==> src/rtl/instr_fetch_align.sv <==
// Instruction fetch and alignment: a 2-word prefetch FIFO feeding 16/32-bit RISC-V
// instructions to the decoder, with one outstanding memory request at a time.
//
// state | meaning
// IDLE  | nothing outstanding; may issue a request when the FIFO has room
// WAIT  | one valid request outstanding; its data is pushed on rvalid
// FLUSH | one stale request outstanding; its data is dropped on rvalid
module instr_fetch_align #(
  parameter logic [31:0] BOOT_ADDR = 32'h0000_0000
) (
  input  logic        clk,
  input  logic        rst,
  output logic        imem_req,
  output logic [31:0] imem_addr,
  input  logic        imem_gnt,
  input  logic        imem_rvalid,
  input  logic [31:0] imem_rdata,
  input  logic        redirect,
  input  logic [31:0] redirect_pc,
  output logic        instr_valid,
  input  logic        instr_ready,
  output logic [31:0] instr_data,
  output logic [31:0] instr_pc,
  output logic        instr_compressed
);

  typedef enum logic [1:0] {IDLE, WAIT, FLUSH} state_t;

  state_t      state;
  logic [31:0] word0;
  logic [31:0] word1;
  logic [31:0] faddr;
  logic [31:0] pc;
  logic [1:0]  cnt;
  logic        off;

  logic [15:0] half;
  logic        is_comp;
  logic        hs;
  logic        pop;
  logic        push;

  assign half    = off ? word0[31:16] : word0[15:0];
  assign is_comp = (half[1:0] != 2'b11);

  // An upper-half 32-bit instruction needs its second half from word1.
  assign instr_valid      = (cnt != 2'd0) && !(off && !is_comp && (cnt < 2'd2));
  assign instr_data       = is_comp ? {16'h0000, half}
                          : (off ? {word1[15:0], word0[31:16]} : word0);
  assign instr_compressed = instr_valid && is_comp;
  assign instr_pc         = pc;

  assign imem_req  = !rst && (state == IDLE) && (cnt < 2'd2) && !redirect;
  assign imem_addr = faddr;

  assign hs   = instr_valid && instr_ready && !redirect;
  assign pop  = hs && (off || !is_comp);
  assign push = (state == WAIT) && imem_rvalid && !redirect;

  always_ff @(posedge clk or posedge rst) begin
    if (rst) begin
      state <= IDLE;
      word0 <= 32'h0;
      word1 <= 32'h0;
      cnt   <= 2'd0;
      off   <= 1'b0;
      pc    <= BOOT_ADDR;
      faddr <= {BOOT_ADDR[31:2], 2'b00};
    end else if (redirect) begin
      cnt   <= 2'd0;
      pc    <= redirect_pc & ~32'd1;
      off   <= redirect_pc[1];
      faddr <= {redirect_pc[31:2], 2'b00};
      case (state)
        IDLE:    state <= IDLE;
        WAIT:    state <= imem_rvalid ? IDLE : FLUSH;
        FLUSH:   state <= imem_rvalid ? IDLE : FLUSH;
        default: state <= IDLE;
      endcase
    end else begin
      case (state)
        IDLE: begin
          if (imem_req && imem_gnt) begin
            state <= WAIT;
            faddr <= faddr + 32'd4;
          end
        end
        WAIT:    if (imem_rvalid) state <= IDLE;
        FLUSH:   if (imem_rvalid) state <= IDLE;
        default: state <= IDLE;
      endcase

      if (hs) begin
        pc <= pc + (is_comp ? 32'd2 : 32'd4);
        if (is_comp) off <= !off;
      end

      case ({push, pop})
        2'b10: begin
          if (cnt == 2'd0) word0 <= imem_rdata;
          else             word1 <= imem_rdata;
          cnt <= cnt + 2'd1;
        end
        2'b01: begin
          word0 <= word1;
          cnt   <= cnt - 2'd1;
        end
        2'b11: begin
          // Pop then push: incoming word lands behind whatever remains.
          if (cnt == 2'd1) begin
            word0 <= imem_rdata;
          end else begin
            word0 <= word1;
            word1 <= imem_rdata;
          end
        end
        default: ;
      endcase
    end
  end

endmodule

==> config.mk <==
export PLATFORM = sky130hd
export DESIGN_NAME = instr_fetch_align
export DESIGN_NICKNAME = d
export VERILOG_FILES = /design/src/rtl/instr_fetch_align.sv
export SDC_FILE = /design/constraint.sdc
export NUM_CORES = 1
export LEC_CHECK = 0
export CAP_MARGIN = 20
export CORE_ASPECT_RATIO = 0.75
export CORE_UTILIZATION = 54
export DETAILED_ROUTE_END_ITERATION = 7
export MAX_ROUTING_LAYER = met4
export PLACE_DENSITY = 0.9
export SYNTH_ARGS = -nofsm -noshare
export SYNTH_HDL_FRONTEND = slang
export SYNTH_SLANG_ARGS = --single-unit
==> constraint.sdc <==
create_clock -name clk -period 5.6 [get_ports clk]
set_input_delay 0.56 -clock clk [delete_from_list [all_inputs] [get_ports clk]]
set_output_delay 0.56 -clock clk [all_outputs]
set_load 0.05 [all_outputs]
==> results.py <==
metrics = {
    "run_status": {
        "run_status": "completed",
    },
    "layout": {
        "final_layout_size_suffix_gt1_frac": 0.141,
        "diodes": 0,
        "syn_to_final_growth_pct": 33.3,
        "nNetsFinal": 909,
        "final_cell_area_sq_mm": 0.00951,
    },
    "place": {
        "place.port_buffers": 164,
        "dp_hpwl_um": 13600,
        "gp_congestion": 0.848,
        "place_area_sq_mm": 0.00888,
        "pre_cts_ws_ps": 1770,
    },
    "clock_network": {
        "cts_resized": 0,
        "cts_hold_buf": 0,
        "clkLatencyLatePin_ps": 410,
        "cts_made_buffers": 17,
        "clock_sinks": 130,
        "clk_path_buf_depth": 2,
        "cts_root_buf": "clkbuf_16",
        "cts.clk_slew.worst_paths_ps": 60,
        "cts_tree": "built",
        "htreeDepth": 4,
        "post-cts-setup-buffers": 0,
    },
    "critical_path": {
        "critPathLaunch": "redirect",
        "path_cells": "clkdlybuf4s50_1 -> nor4b_2 -> clkdlybuf4s50_1",
        "path_common_cell": "clkdlybuf4s50_1",
        "crit_slowest_cell": "nor4b_2",
        "cp-start-kind": "input port",
        "crit_end": "imem_req",
        "crit-reg2reg-launch": "off",
        "critPathKind": "in -> out",
        "slowest_delay_ps": 1000,
        "cp.required_ps": 5040,
        "crit_fanout": 12,
        "reg2reg_slack_ps": 2200,
        "worstSetupEndpointType": "output port",
        "r2r_cells": 10,
        "critPathArrivalTime_ps": 3330,
        "reg2reg_to": "instr_pc[29]",
    },
    "synth": {
        "async_flop_share": 1.00,
        "syn_inst": 680,
        "yosysSeqAreaShare": 0.456,
        "synth_area_sq_mm": 0.00714,
        "yosys_register_bits": 130,
        "synth_edf_count": 0,
        "syn_avg_cell_area_sq_um": 10.5,
        "yosysMostFrequentCell": "dfrtp_1",
        "yosysTopAreaCell": "dfrtp_1",
        "synthTopCellsByCount": "dfrtp_1, nand2_1, mux2i_1",
        "yosys_most_used_dff": "dfrtp_1",
        "synth_warnings": 0,
        "synth_top_area_share": 0.456,
        "netlist_top_cells_area": "dfrtp_1, mux2i_1, mux2_4",
        "synth_cell_types": 51,
    },
    "timing": {
        "final.period_utilization": 0.694,
        "tightest_slew_ps": 961,
        "slew_headroom": 0.358,
        "fin_ws_ps": 1710,
        "holdWs_ps": 482,
        "fin_crit_ps": 3890,
        "setup_tns_ps": 0,
        "finalSetupViolations": 0,
        "finalClockSkew_ps": 10.2,
        "rsz0062_at_grt": "false",
        "finalHoldViolations": 0,
        "drv_slew": 0,
        "fmax_mhz": 257,
    },
    "die": {
        "fp.dieW_um": 135,
        "fp.coreArea_sq_mm": 0.0126,
        "ios": 169,
        "die_area_sq_mm": 0.0137,
        "die_h_um": 102,
        "initial_core_util": 0.568,
        "rows": 35,
    },
    "drt": {
        "routed_wl_um": 19700,
        "drc": 0,
        "dr.pass1.iters": 5,
        "drt-initial-drc-count": 429,
        "ant_nets": 0,
        "wl_per_cell_um": 19.5,
        "viasPerCell": 6.00,
        "vias": 6077,
    },
    "power_and_ir_drop": {
        "design_power_total_mw": 3.61,
        "ir_drop_uv": 233,
        "p_leak_nw": 4.12,
        "power_density_mw_per_mm2": 379,
    },
    "global_routing": {
        "gr-usage-all-layers": 0.306,
        "grt_pass1_wl_um": 31100,
        "overflow": 0,
        "grt_max_degree": 84,
        "antenna_found_initial": 0,
        "first_global_vias": 5920,
    },
    "hold_path": {
        "hold_class": "reg -> reg",
        "hold_path_depth": 2,
        "hp-start": "word0[14]",
    },
    "job": {
        "drv_cap": 0,
    },
}
==> flip-flops by register name, summed over array words and instances, names as in the netlist <==
register   cells
cnt            2
imem_addr     30
instr_pc      31
off            1
state          2
word0         32
word1         32
==> per-layer routing <==
| layer | global-route usage | vias up | part of all wire |
|---|---|---|---|
| li1 | - | 2739 | - |
| met1 | 0.396 | 3022 | 0.43 |
| met2 | 0.487 | 251 | 0.49 |
| met3 | 0.0400 | 65 | 0.048 |
| met4 | 0.131 | 0 | 0.032 |
| met5 | - | - | 0 |
==> cells in the final DEF, fill, tap and decap left out, drive strengths merged, types with 3 or more instances in the layout <==
cell type      count
buf                9
or3                6
a21boi             4
clkinv             4
nor2              48
nor4              10
nand3             22
and2               6
xor2              13
and2b              3
o31ai              9
nor3              12
a31oi             15
xnor2             34
mux2i             49
bufinv             4
inv               19
and3               6
clkinvlp           4
ha                 6
nand4             15
or4               12
clkbuf            17
nand2             60
conb               3
mux2              66
o21ai             38
a21oi             28
and4              10
clkdlybuf4s50    164
nor2b              3
dfrtp            130
==> critical path, delay by kind of cell <==
| family | cells | cell delay, ps |
|---|---|---|
| buffers and inverters | 2 | 1760 |
| and+or+nand+nor | 1 | 1000 |
==> metrics by stage <==
stage | utilization | cells
after floorplan | - | 682
after CTS | 0.757 | 1012
after global routing | 0.757 | 1012
after global placement | 0.704 | 979
final | 0.757 | 1012
after detailed placement | 0.707 | 980
==> report_power, final <==
| part | switching [mW] | leakage, nW | total, mW | internal, mW |
|---|---|---|---|---|
| registers | 0.178 | 1.63 | 1.28 | 1.11 |
| clock network | 0.445 | 0.296 | 1.19 | 0.750 |
| logic | 0.706 | 2.20 | 1.13 | 0.425 |
| total | 1.33 | 4.12 | 3.61 | 2.28 |
==> worst min-delay path by stage <==
stage                endpoint  slack [ps]
floorplan           word0[10]         450
global placement    word0[12]         460
detailed placement  word0[14]         470
CTS                 word0[14]         490
global route         word0[8]         520
finish              word0[14]         480
==> cell families after synthesis <==
logic type | Yosys count | synth area share
other | 1 | 0.000526
xor gates and xnor gates | 47 | 0.0577
AOI/OAI and AO/OA | 103 | 0.0864
and+or+nand+nor | 221 | 0.161
muxes | 115 | 0.189
adders and majority gates | 6 | 0.0105
buffers and inverters | 57 | 0.0389
DFF | 130 | 0.456
==> layout make-up <==
class	count	area (sq um)
tap	166	208
fill	791	3050
clock buffer	17	425
timing repair buffer	173	1730
clock inverter	15	208
inverter	16	62.6
multi-input combinational	495	3630
sequential	130	3250
(Power assumes the default switching activity.)
